==> config.mk <==
export PLATFORM = sky130hd
export DESIGN_NAME = turn_sequencer
export DESIGN_NICKNAME = d
export VERILOG_FILES = /design/src/rtl/turn_sequencer.sv
export SDC_FILE = /design/constraint.sdc
export NUM_CORES = 1
export LEC_CHECK = 0
export ABC_AREA = 1
export CAP_MARGIN = 0
export CORE_AREA = 5 5 74 110
export CTS_BUF_LIST = sky130_fd_sc_hd__clkbuf_16
export CTS_CLUSTER_SIZE = 12
export DETAILED_ROUTE_END_ITERATION = 16
export DIE_AREA = 0 0 79 115
export HOLD_SLACK_MARGIN = 0.06
export PLACE_DENSITY_LB_ADDON = 0.08
export SLEW_MARGIN = 25
export SYNTH_ARGS = -nofsm -noshare
export SYNTH_HDL_FRONTEND = slang
export SYNTH_SLANG_ARGS = --single-unit
==> constraint.sdc <==
create_clock -name clk -period 3.8 [get_ports clk]
set_input_delay 0.38 -clock clk [delete_from_list [all_inputs] [get_ports clk]]
set_output_delay 0.38 -clock clk [all_outputs]
set_load 0.005 [all_outputs]
==> src/rtl/turn_sequencer.sv <==
// Turn sequencer for a match-3 board: cursor/select handling, then the swap/check/elim/drop/revert handshakes.
// Optional COMBO_SCORE_EN weights each match by its cascade depth (match_count*(cascade+1)).
module turn_sequencer #(
    parameter int BOARD_N     = 8,
    parameter int MAX_CASCADE = 15
) (
    input  logic        clk,
    input  logic        rst_n,
    input  logic        op_valid,
    input  logic [3:0]  op_code,
    output logic [3:0]  x,
    output logic [3:0]  y,
    output logic        selected,
    output logic [3:0]  swap_op,
    output logic        swap_start,
    input  logic        swap_done,
    input  logic        moved,
    output logic        match_start,
    input  logic        match_done,
    input  logic        match_found,
    input  logic [5:0]  match_count,
    output logic        elim_start,
    output logic        drop_start,
    output logic        revert_start,
    input  logic        elim_done,
    input  logic        drop_done,
    input  logic        revert_done,
    output logic [15:0] score,
    output logic        busy
);

    localparam int CW = (MAX_CASCADE < 2) ? 1 : $clog2(MAX_CASCADE + 1);
    localparam logic [3:0]    EDGE    = 4'(BOARD_N - 1);
    localparam logic [CW-1:0] CAS_MAX = CW'(MAX_CASCADE);

    typedef enum logic [2:0] {IDLE, SWAP, CHECK, ELIM, DROP, REVERT} state_t;

    state_t        state, state_n;
    logic [3:0]    x_n, y_n, swap_op_n, save_x, save_y, save_x_n, save_y_n;
    logic          selected_n;
    logic [CW-1:0] cascade, cascade_n;
    logic [15:0]   score_n, add;
    logic [16:0]   sum;
    logic          swap_start_n, match_start_n, elim_start_n, drop_start_n, revert_start_n;
    logic          is_dir;

    // Saturating one-cell move: 1 up (y-1), 2 down (y+1), 3 left (x-1), 4 right (x+1).
    function automatic logic [7:0] step_cursor(input logic [3:0] cx, input logic [3:0] cy,
                                               input logic [3:0] op);
        logic [3:0] nx, ny;
        nx = cx;
        ny = cy;
        case (op)
            4'd1:    if (cy != 4'd0) ny = cy - 4'd1;
            4'd2:    if (cy != EDGE) ny = cy + 4'd1;
            4'd3:    if (cx != 4'd0) nx = cx - 4'd1;
            4'd4:    if (cx != EDGE) nx = cx + 4'd1;
            default: ;
        endcase
        return {nx, ny};
    endfunction

    assign busy   = (state != IDLE);
    assign is_dir = (op_code >= 4'd1) && (op_code <= 4'd4);

    always_comb begin
`ifdef COMBO_SCORE_EN
        add = 16'(match_count) * (16'(cascade) + 16'd1);
`else
        add = {10'd0, match_count};
`endif
        sum = {1'b0, score} + {1'b0, add};
    end

    // Done inputs are only honoured once the matching start pulse has dropped.
    always_comb begin
        state_n        = state;
        x_n            = x;
        y_n            = y;
        selected_n     = selected;
        swap_op_n      = swap_op;
        save_x_n       = save_x;
        save_y_n       = save_y;
        cascade_n      = cascade;
        score_n        = score;
        swap_start_n   = 1'b0;
        match_start_n  = 1'b0;
        elim_start_n   = 1'b0;
        drop_start_n   = 1'b0;
        revert_start_n = 1'b0;
        case (state)
            IDLE: begin
                if (op_valid) begin
                    if (op_code == 4'd5) begin
                        selected_n = ~selected;
                    end else if (is_dir && !selected) begin
                        {x_n, y_n} = step_cursor(x, y, op_code);
                    end else if (is_dir) begin
                        swap_op_n    = op_code;
                        save_x_n     = x;
                        save_y_n     = y;
                        state_n      = SWAP;
                        swap_start_n = 1'b1;
                    end
                end
            end
            SWAP: begin
                if (swap_done && !swap_start) begin
                    selected_n = 1'b0;
                    if (moved) begin
                        {x_n, y_n}    = step_cursor(x, y, swap_op);
                        cascade_n     = '0;
                        state_n       = CHECK;
                        match_start_n = 1'b1;
                    end else begin
                        state_n = IDLE;
                    end
                end
            end
            CHECK: begin
                if (match_done && !match_start) begin
                    if (match_found) begin
                        score_n      = sum[16] ? 16'hFFFF : sum[15:0];
                        state_n      = ELIM;
                        elim_start_n = 1'b1;
                    end else if (cascade == '0) begin
                        state_n        = REVERT;
                        revert_start_n = 1'b1;
                    end else begin
                        state_n = IDLE;
                    end
                end
            end
            ELIM: begin
                if (elim_done && !elim_start) begin
                    state_n      = DROP;
                    drop_start_n = 1'b1;
                end
            end
            DROP: begin
                if (drop_done && !drop_start) begin
                    if (cascade >= CAS_MAX) begin
                        state_n = IDLE;
                    end else begin
                        cascade_n     = cascade + 1'b1;
                        state_n       = CHECK;
                        match_start_n = 1'b1;
                    end
                end
            end
            REVERT: begin
                if (revert_done && !revert_start) begin
                    x_n     = save_x;
                    y_n     = save_y;
                    state_n = IDLE;
                end
            end
            default: state_n = IDLE;
        endcase
    end

    always_ff @(posedge clk or negedge rst_n) begin
        if (!rst_n) begin
            state        <= IDLE;
            x            <= '0;
            y            <= '0;
            selected     <= 1'b0;
            swap_op      <= '0;
            save_x       <= '0;
            save_y       <= '0;
            cascade      <= '0;
            score        <= '0;
            swap_start   <= 1'b0;
            match_start  <= 1'b0;
            elim_start   <= 1'b0;
            drop_start   <= 1'b0;
            revert_start <= 1'b0;
        end else begin
            state        <= state_n;
            x            <= x_n;
            y            <= y_n;
            selected     <= selected_n;
            swap_op      <= swap_op_n;
            save_x       <= save_x_n;
            save_y       <= save_y_n;
            cascade      <= cascade_n;
            score        <= score_n;
            swap_start   <= swap_start_n;
            match_start  <= match_start_n;
            elim_start   <= elim_start_n;
            drop_start   <= drop_start_n;
            revert_start <= revert_start_n;
        end
    end

endmodule

# Yosys cells after proc, flatten, opt, wreduce, memory -nomap -nowiden

Index checks and enable logic that the tools add are counted.

Flip-flop bits (word level): 49
Input port bits: 20
Output and inout bits: 35
Word-level logic and storage cells: 152

Add/sub/neg operators: 6
Order comparisons: 3
Equal/unequal tests: 33
Mux-type cells: 65
Bitwise logic cells: 3
Reductions and logical operators: 28

Operators by type and width:

| cell                                              | number |
|---|---|
| 2-to-1 mux 4 bit                                  | 20 |
| one-hot mux 4 bit (2 select lines)                | 5 |
| 2-to-1 mux 3 bit                                  | 11 |
| AND reduction 9 bit                               | 3 |
| != test 2 bit (second input constant)             | 13 |
| one-hot mux 4 bit (3 select lines)                | 2 |
| 2-to-1 mux 1 bit                                  | 21 |
| one-hot mux 3 bit (6 select lines)                | 1 |
| adder 16 x 6 -> 17 bit                            | 1 |
| == test 4 x 2 -> 1 bit (second input constant)    | 4 |
| 2-to-1 mux 16 bit                                 | 1 |
| adder 4 x 1 -> 4 bit (second input constant)      | 3 |
| == test 4 x 3 -> 1 bit (second input constant)    | 3 |
| != test 3 x 1 -> 1 bit (second input constant)    | 4 |
| AND reduction 5 bit                               | 2 |
| == test 4 x 1 -> 1 bit (second input constant)    | 2 |
| != test 4 x 3 -> 1 bit (second input constant)    | 2 |
| nonzero test 4 bit                                | 2 |
| subtractor 4 x 1 -> 4 bit (second input constant) | 2 |
| logical AND 1 bit                                 | 7 |
| == test 3 x 2 -> 1 bit (second input constant)    | 2 |
| == test 3 bit (second input constant)             | 2 |
| logical NOT 1 bit                                 | 6 |
| nonzero test 3 bit                                | 2 |
| other kinds (12)                                  | 17 |

# Depth between registers and ports, before layout

Gate-level depths: netlist of the first run.

Word-level depth: 7
Mapped depth: 11
Mapped depth without buffers: 10

# Worst setup path after synthesis of the first run

No wires, ideal clock.

Path type: register to register
Start: register score[0]
End: register score[4]
Library setup time: 134 ps
Data arrival time: 1,756 ps
Required time: 3,666 ps
Path slack: 1,910 ps
Cell stages (with the launch flop): 10
Buffers on the path: 1
Period minus slack after synthesis: 1,890 ps
Cell sequence: dfrtp_1 -> ha_1 -> fa_1 -> nand3_1 -> nand2_1 -> nand2_1 -> nand2_1 -> nand4_2 -> buf_2 -> o211ai_1

Longest elaborated chain between the ends: 2

RTL lines:

| what                   | RTL line | source |
|---|---|---|
| start, declared        | 28       | `output logic [15:0] score,` |
| start signal, assigned | 187      | `score <= score_n;` |
| adder 16 x 6 -> 17 bit | 72       | `sum = {1'b0, score} + {1'b0, add};` |
| 2-to-1 mux 16 bit      | 123      | `score_n = sum[16] ? 16'hFFFF : sum[15:0];` |

No other way between the ends.
A chain may end at the register's enable or synchronous reset.

# Final worst setup path of the first run

Start: input match_count[0]
End: register score[2]

Longest elaborated chain between the ends: 2

RTL lines:

| what                   | RTL line | source |
|---|---|---|
| start, declared        | 21       | `input logic [5:0] match_count,` |
| adder 16 x 6 -> 17 bit | 72       |  |
| 2-to-1 mux 16 bit      | 123      |  |

No other way between the ends.

==> results.py, run 1 <==
metrics = {
    "placement": {
        "gp_congestion": 0.894,
        "place_area_mm2": 0.00401,
        "io_buffers": 54,
        "dp_cells": 625,
        "dp_hpwl_mm": 6.68,
    },
    "detailed_routing": {
        "via_count": 3363,
        "final_antenna_net_count": 0,
        "drt-pass1-iter-count": 4,
        "viasPerCell": 5.31,
        "dr.first_iter.drc_count": 218,
        "avgRoutedWirePerCell_um": 13.5,
        "wl_mm": 8.57,
        "drc": 0,
    },
    "global_route": {
        "grt_max_degree": 50,
        "grt_pass1_vias": 3324,
        "antenna_found_initial": 0,
        "grt_use_total_pct": 20.3,
        "grt_pass1_wl_mm": 14.7,
        "gr-total-overflow": 0,
    },
    "die": {
        "num_rows": 38,
        "ios": 55,
        "dieHeight_um": 115,
        "start_util_pct": 48.1,
        "dieArea_mm2": 0.00909,
        "core_mm2": 0.00708,
        "die_w_um": 79,
    },
    "sta": {
        "relSlewSlack_pct": 57.0,
        "tightest_slew_ps": 645,
        "fin_setup_tns_ps": 0,
        "fin_skew_ps": 5.05,
        "fin_crit_ps": 2150,
        "setup_viol": 0,
        "fmax_mhz": 465,
        "slew_viol_final": 0,
        "hold_viol": 0,
        "whs_ps": 177,
        "rsz0062_at_grt": "false",
        "fin_crit_sh_pct": 56.6,
    },
    "synthesis": {
        "ys.flop_type": "dfrtp_1",
        "synth_fa_ha_area_share_pct": 4.99,
        "synthMuxAreaShare_pct": 0,
        "synth_xor_area_share_pct": 1.80,
        "async_flop_share_pct": 100,
        "syn_inst": 498,
        "synth_top_family_by_area": "simple AND/OR/NAND/NOR gates",
        "synth_area_mm2": 0.00341,
        "ys_ff_latch": 49,
        "synth-edff-count": 0,
        "synth_seq_area_share_pct": 36.0,
        "synthesis.nets": 531,
        "synth.distinct_cells": 33,
        "syn-mean-instance-area_um2": 6.84,
        "ys_warn_count": 0,
        "synth_compound_area_share_pct": 8.85,
        "yosys.area_share.simple_pct": 40.9,
    },
    "setup_path": {
        "critPathMaxFanout": 14,
        "critical_path_class": "in -> reg",
        "r2r_start": "state[1]",
        "startpoint": "match_count[0]",
        "arrival_ps": 2300,
        "crit_path_start_kind": "input port",
        "end_kind": "flip-flop",
        "crit_required_ps": 3950,
    },
    "finish": {
        "drive_gt1_share_pct": 6.15,
        "layoutNonFillerInstCount": 633,
        "diodes": 0,
        "layout_commonest_cell": "nand2_1",
        "final_cell_mix": "nand2_1 (150), nand3_1 (73), inv_1 (53), clkdlybuf4s50_1 (53), dfrtp_1 (49)",
        "final_area_mm2": 0.00420,
        "nNetsFinal": 585,
        "area_growth_pct": 23.2,
    },
    "clock_network": {
        "cts_resized": 0,
        "htree_levels": 2,
        "cts.sinks": 49,
        "cts_max_path_buffers": 2,
        "root_buffer": "clkbuf_16",
        "post-cts-setup-buffers": 0,
        "cts_inserted_buffers": 5,
        "cts_hold_buf": 0,
        "cts_tree": "done",
        "clkLatencyLatePin_ps": 300,
        "clkTransAtPathRegs_ps": 70,
    },
    "pwr": {
        "total_power_uw": 2960,
        "powerDensity_mw_per_mm2": 705,
        "leakagePower_uw": 0.00204,
        "vdd_drop_max_uv": 371,
    },
    "run_status": {
        "status": "completed",
    },
    "run": {
        "cap_violations": 0,
    },
    "worst_hold_path": {
        "min_path_type": "in -> async",
    },
}
[final timing paths]
path / endpoint / slack (ps) / cells past startpoint
max in group asynchronous: x[2] / 3170 / 2
min in group clk: revert_start / 490 / 1
worst min-delay path: y[3] / 180 / 2
worst min register to register: revert_start / 490 / 1
worst max-delay path: score[2] / 1650 / 9
worst max register to register: score[2] / 1650 / 6
[power by group]
| part | switching (uW) | internal (uW) |
|---|---|---|
| clock | 204 | 376 |
| sequential | 202 | 679 |
| combinational | 862 | 639 |
[through the flow]
step                utilization, %  setup slack (ps)
floorplan                        -              1910
global placement              56.6              1370
detailed placement            56.6              1320
CTS                           59.3              1600
global route                  59.3              1400
finish                        59.3              1650
[layout make-up]
type,instances,area [um2]
sequential,49,1230
multi-input combinational,384,1930
clock inverter,3,65.1
inverter,57,214
clock buffer,5,125
tap,80,100
fill,669,2890
timing repair buffer,55,543
[worst max-delay path, cell delays in order]
cell,delay (ps)
clkdlybuf4s50_1,400
ha_1,230
fa_1,400
nand3_1,100
nand2_1,100
nand2_1,100
nand2_1,140
nand4_2,290
o211ai_1,150
[cell usage after synthesis, drive strengths merged (2+ instances only)]
cell type / instances / area, um2
o21bai: 2 / 15.0
nand2: 154 / 593
o21ai: 33 / 176
buf: 5 / 30.0
ha: 12 / 150
nor3: 6 / 35.0
inv: 57 / 214
nand3: 77 / 405
o211ai: 4 / 30.0
clkbuf: 3 / 11.3
and2: 2 / 12.5
xor2: 4 / 35.0
a21oi: 13 / 65.1
or2: 2 / 12.5
nand4: 13 / 87.6
xnor2: 3 / 26.3
dfrtp: 49 / 1230
nor2: 55 / 239
[kinds of logic (layout without fill, tap and decap cells)]
logic type / after synthesis / in the layout
compound gates: 54 / 54
buf+inv: 65 / 120
simple gates: 310 / 310
xor+xnor: 7 / 7
fa+ha+maj: 13 / 13
flops: 49 / 49
[metal layers]
| layer | vias up | share of wire (%) | GRT usage [%] |
|---|---|---|---|
| met4 | 0 | 2.4 | 8.37 |
| met5 | - | 0 | 0 |
| met3 | 17 | 3.6 | 3.92 |
| li1 | 1731 | - | - |
| met2 | 71 | 55 | 39.4 |
| met1 | 1544 | 39 | 20.7 |
[registers in the layout, indices dropped and copies added, names as in the netlist]
register      flops
elim_start        1
state             3
score            16
swap_start        1
cascade           4
save_y            4
y                 4
revert_start      1
drop_start        1
selected          1
match_start       1
swap_op           4
save_x            4
x                 4
(Power assumes the default switching activity.)
==> run 2, diff against run 1 <==
- clock period: 3.8 -> 2 ns (I/O delays scaled with it)
==> run 2 against run 1 <==
Against the previous run: combinational power is 100% higher; critical path depth decreased by 4; core utilization up 1.8 points; via count is 3.5% higher.
==> results.py, run 2 (synthesis results as in run 1) <==
metrics = {
    "sta": {
        "hold_viol": 0,
        "tightest_slew_ps": 533,
        "whs_ps": 422,
        "slew_viol_final": 0,
        "fmax_mhz": 521,
        "fin_crit_ps": 1920,
        "relSlewSlack_pct": 64.5,
        "fin_crit_sh_pct": 95.9,
        "setup_viol": 0,
        "fin_setup_tns_ps": 0,
        "fin_skew_ps": 8.74,
    },
    "clock_network": {
        "root_buffer": "clkbuf_16",
        "cts_inserted_buffers": 5,
        "cts_tree": "done",
        "clkLatencyLatePin_ps": 300,
        "htree_levels": 2,
        "clkTransAtPathRegs_ps": 70,
        "cts.sinks": 49,
        "cts_max_path_buffers": 2,
    },
    "setup_path": {
        "end_kind": "primary output",
        "crit_path_start_kind": "flip-flop",
        "arrival_ps": 1720,
        "r2r_start": "score[0]",
        "critPathMaxFanout": 6,
        "crit_required_ps": 1800,
        "critical_path_class": "reg -> out",
        "startpoint": "state[0]",
    },
    "run": {
        "cap_violations": 0,
    },
    "pwr": {
        "p_comb_share_pct": 54.5,
        "internal_power_uw": 3090,
        "switching_share_pct": 44.2,
        "powerDensity_mw_per_mm2": 1280,
        "leakagePower_uw": 0.00212,
        "switchingPower_uw": 2450,
        "clkPwrFrac_pct": 15.7,
        "power.share.sequential_pct": 29.8,
        "vdd_drop_max_uv": 609,
    },
    "detailed_routing": {
        "via_count": 3480,
        "drt-pass1-iter-count": 4,
        "final_antenna_net_count": 0,
        "avgRoutedWirePerCell_um": 13.6,
        "dr.first_iter.drc_count": 213,
        "drc": 0,
        "wl_mm": 8.83,
        "viasPerCell": 5.35,
    },
    "finish": {
        "layout_commonest_cell": "nand2_1",
        "largest-register": "score",
        "multi_input_area_mm2": 0.00193,
        "area_growth_pct": 27.1,
        "n_fill_cell": 667,
        "drive_gt1_share_pct": 8.95,
        "diodes": 0,
        "seqCellArea_mm2": 0.00123,
        "nNetsFinal": 602,
        "final_cell_mix": "nand2_1 (149), nand3_1 (73), inv_1 (53), clkdlybuf4s50_1 (53), dfrtp_1 (49)",
        "final_area_mm2": 0.00433,
        "largest_reg_flops": 16,
    },
    "die": {
        "start_util_pct": 48.1,
        "ios": 55,
        "num_rows": 38,
        "dieHeight_um": 115,
        "core_mm2": 0.00708,
        "dieArea_mm2": 0.00909,
        "die_w_um": 79,
    },
    "global_route": {
        "grt_max_degree": 28,
        "grt_pass1_wl_mm": 15.5,
        "grt_pass1_vias": 3631,
        "gr-total-overflow": 0,
        "grt_use_total_pct": 21.2,
        "antenna_found_initial": 0,
    },
    "placement": {
        "gp_congestion": 0.894,
        "place_area_mm2": 0.00415,
        "io_buffers": 54,
        "dp_hpwl_mm": 7.04,
    },
    "worst_hold_path": {
        "min_path_type": "in -> async",
    },
    "run_status": {
        "status": "completed",
    },
}
## run 2: cell types whose count changed in the layout (fill, tap and decap cells not counted), sizes merged
| cell | delta |
|---|---|
| clkinvlp | +1 |
| inv | +2 |
| bufinv | -2 |
| dlygate4sd3 | +1 |
| buf | +16 |
| clkinv | -1 |
## run 2: final cells by class
cell class                      count  area share (%)
Clock buffer                        5            2.89
Multi-Input combinational cell    384            44.5
Clock inverter                      3           0.578
Tap cell                           80            2.31
Timing Repair Buffer               72            16.4
Sequential cell                    49            28.3
Inverter                           57            4.94
## run 2: path summary, 6_finish.rpt
check	to	slack, ps	cells past startpoint
setup / recovery	busy	80	5
hold / removal	swap_op[1]	420	2
setup reg to reg	score[2]	170	9
hold reg to reg	save_y[0]	490	2
max in group asynchronous	x[3]	1040	3
min in group clk	revert_start	470	3
## run 2: critical path, stage by stage (launching register included)
cell and delay [ps]:
dfrtp_1 470, inv_2 150, nand2_2 90, nor2_4 180
inv_1 90, clkdlybuf4s50_1 450
## run 2: what timing repair did
| action | CTS | global route |
|---|---|---|
| setup buffers | 0 | 2 |
| endpoints found under the hold margin | 22 | 0 |
| gates resized for setup | 0 | 1 |
| hold buffers | 1 | 0 |
| endpoints found under the setup margin | 0 | 6 |
## run 2: power groups by stage
stage	Sequential (uW)	Clock (uW)	Combinational [uW]
4_1_cts	1650	890	2990
6_report	1650	871	3020
2_1_floorplan	1590	0	1990
5_1_grt	1710	936	3460
3_3_place_gp	1650	0	2940
3_5_place_dp	1660	0	2980
## run 2: metal layers
metal / track usage (%) / up-vias / wire length (um)
met4: 11.1 / 0 / 347
met1: 21.1 / 1618 / 3400
li1: - / 1766 / -
met3: 4.15 / 27 / 309
met5: 0 / - / 0
met2: 40.7 / 69 / 4780
## run 2: stage by stage
stage	power, uW	cells	setup WS, ps	utilization, %
after floorplan	3570	498	110	-
after global placement	4590	639	-75.2	58.6
after detailed placement	4640	639	-96.5	58.6
after CTS	5530	648	31.0	60.9
after global routing	6110	650	-9.77	61.1
final	5530	650	82.3	61.1
==> run 3, diff against run 2 <==
- CORE_AREA: 5 5 74 110 -> 2 2 71 107
- DIE_AREA: 0 0 79 115 -> 0 0 73 109
- PLACE_DENSITY: not set -> 0.73
- PLACE_DENSITY_LB_ADDON: 0.08 -> not set
==> run 3 against run 2 <==
Against the previous run: flip-flop and latch count unchanged; clock skew down 6.1 ps; critical endpoint unchanged; via count up 1.8%; global-route usage up 2.0 points; largest cell class unchanged; hold slack worse by 8.4 ps; non-clock buffer count unchanged.
==> results.py, run 3 (synthesis results as in run 1) <==
metrics = {
    "clock_network": {
        "cts_inserted_buffers": 5,
        "root_buffer": "clkbuf_16",
        "clkTransAtPathRegs_ps": 70,
        "cts_tree": "done",
        "cts_max_path_buffers": 2,
        "clkLatencyLatePin_ps": 290,
        "cts.sinks": 49,
        "htree_levels": 2,
    },
    "worst_hold_path": {
        "min_path_type": "in -> async",
    },
    "finish": {
        "nNetsFinal": 602,
        "largest_reg_flops": 16,
        "final_cell_mix": "nand2_1 (150), nand3_1 (73), inv_1 (54), clkdlybuf4s50_1 (53), dfrtp_1 (49)",
        "largest-register": "score",
        "drive_gt1_share_pct": 8.60,
        "final_area_mm2": 0.00432,
        "layoutNonFillerInstCount": 650,
        "area_growth_pct": 26.7,
        "diodes": 0,
        "layout_commonest_cell": "nand2_1",
    },
    "sta": {
        "relSlewSlack_pct": 65.1,
        "fmax_mhz": 534,
        "setup_viol": 0,
        "fin_crit_sh_pct": 93.6,
        "rsz0062_at_grt": "false",
        "fin_setup_tns_ps": 0,
        "fin_crit_ps": 1870,
        "hold_viol": 0,
        "tightest_slew_ps": 519,
        "whs_ps": 414,
        "fin_skew_ps": 2.65,
        "slew_viol_final": 0,
    },
    "detailed_routing": {
        "dr.first_iter.drc_count": 218,
        "avgRoutedWirePerCell_um": 13.3,
        "viasPerCell": 5.45,
        "drc": 0,
        "final_antenna_net_count": 0,
        "drt-pass1-iter-count": 5,
        "wl_mm": 8.64,
        "via_count": 3541,
    },
    "setup_path": {
        "end_kind": "primary output",
        "critPathMaxFanout": 6,
        "rr_worst_depth": 8,
        "crit_path_start_kind": "flip-flop",
        "crit_required_ps": 1800,
        "r2r_start": "score[0]",
        "critical_path_class": "reg -> out",
        "arrival_ps": 1670,
        "startpoint": "state[0]",
    },
    "pwr": {
        "leakagePower_uw": 0.00212,
        "vdd_drop_max_uv": 666,
        "powerDensity_mw_per_mm2": 1280,
    },
    "global_route": {
        "grt_pass1_wl_mm": 14.8,
        "antenna_found_initial": 0,
        "grt_use_total_pct": 23.3,
        "grt_pass1_vias": 3466,
        "grt_max_degree": 30,
        "gr-total-overflow": 0,
    },
    "die": {
        "ios": 55,
        "num_rows": 38,
        "dieHeight_um": 109,
        "core_mm2": 0.00708,
        "die_w_um": 73,
        "dieArea_mm2": 0.00796,
        "start_util_pct": 48.1,
    },
    "run": {
        "cap_violations": 0,
    },
    "run_status": {
        "status": "completed",
    },
    "placement": {
        "dp_hpwl_mm": 6.70,
        "io_buffers": 54,
        "gp_congestion": 0.899,
        "dp_cells": 639,
        "place_area_mm2": 0.00414,
    },
}
-- run 3: changes by cell type in the layout (fill, tap and decap cells not counted) --
| cell | delta |
|---|---|
| buf_12 | -1 |
| buf_4 | +1 |
| clkinvlp_4 | +1 |
| inv_1 | +1 |
| inv_6 | -2 |
| nand2_1 | +1 |
| nand2_2 | -1 |
| nand4_2 | -1 |
| nand4_4 | +1 |
-- run 3: critical path, cell delays in order (launching register included) --
cell and delay [ps]:
dfrtp_1 480, inv_2 150, nand2_2 90, nor2_4 150, inv_1 70, clkdlybuf4s50_1 440
-- run 3: report_power, final --
group	leakage (uW)	total (uW)	switching, uW	internal, uW
Sequential	0.000652	1640	354	1290
Clock	0.0000672	840	380	459
Combinational	0.00140	3060	1710	1350
-- run 3: final timing paths --
path / endpoint / slack, ps
worst max-delay path: busy / 130
min in group clk: revert_start / 460
worst min register to register: revert_start / 480
worst max register to register: score[2] / 140
max in group asynchronous: score[10] / 1050
worst min-delay path: y[3] / 410
-- run 3: routing by layer --
| layer | up-vias | GRT usage [%] | wire [um] |
|---|---|---|---|
| li1 | 1766 | - | - |
| met5 | - | 0 | 0 |
| met3 | 26 | 3.42 | 315 |
| met2 | 99 | 43.0 | 4670 |
| met4 | 0 | 11.2 | 257 |
| met1 | 1650 | 25.2 | 3390 |
-- run 3: final cells by class --
class,count,area [um2]
clock inverter,3,18.8
multi-input combinational,384,1930
timing repair buffer,72,698
tap,80,100
sequential,49,1230
clock buffer,5,125
fill,634,2770
inverter,57,214
-- run 3: what timing repair did --
item / CTS / global route
buffers inserted: 0 / 2
gates resized for setup: 0 / 1
hold buffers: 1 / 0
hold endpoints to repair: 20 / 0
endpoints found under the setup margin: 0 / 15
-- run 3: stage by stage --
stage / utilization [%] / setup slack (ps) / total power [uW]
3_3_place_gp: 58.4 / -107 / 4580
4_1_cts: 60.6 / 21.9 / 5510
2_1_floorplan: - / 110 / 3570
6_report: 60.9 / 128 / 5550
5_1_grt: 60.9 / 16.3 / 6080
3_5_place_dp: 58.4 / -184 / 4650
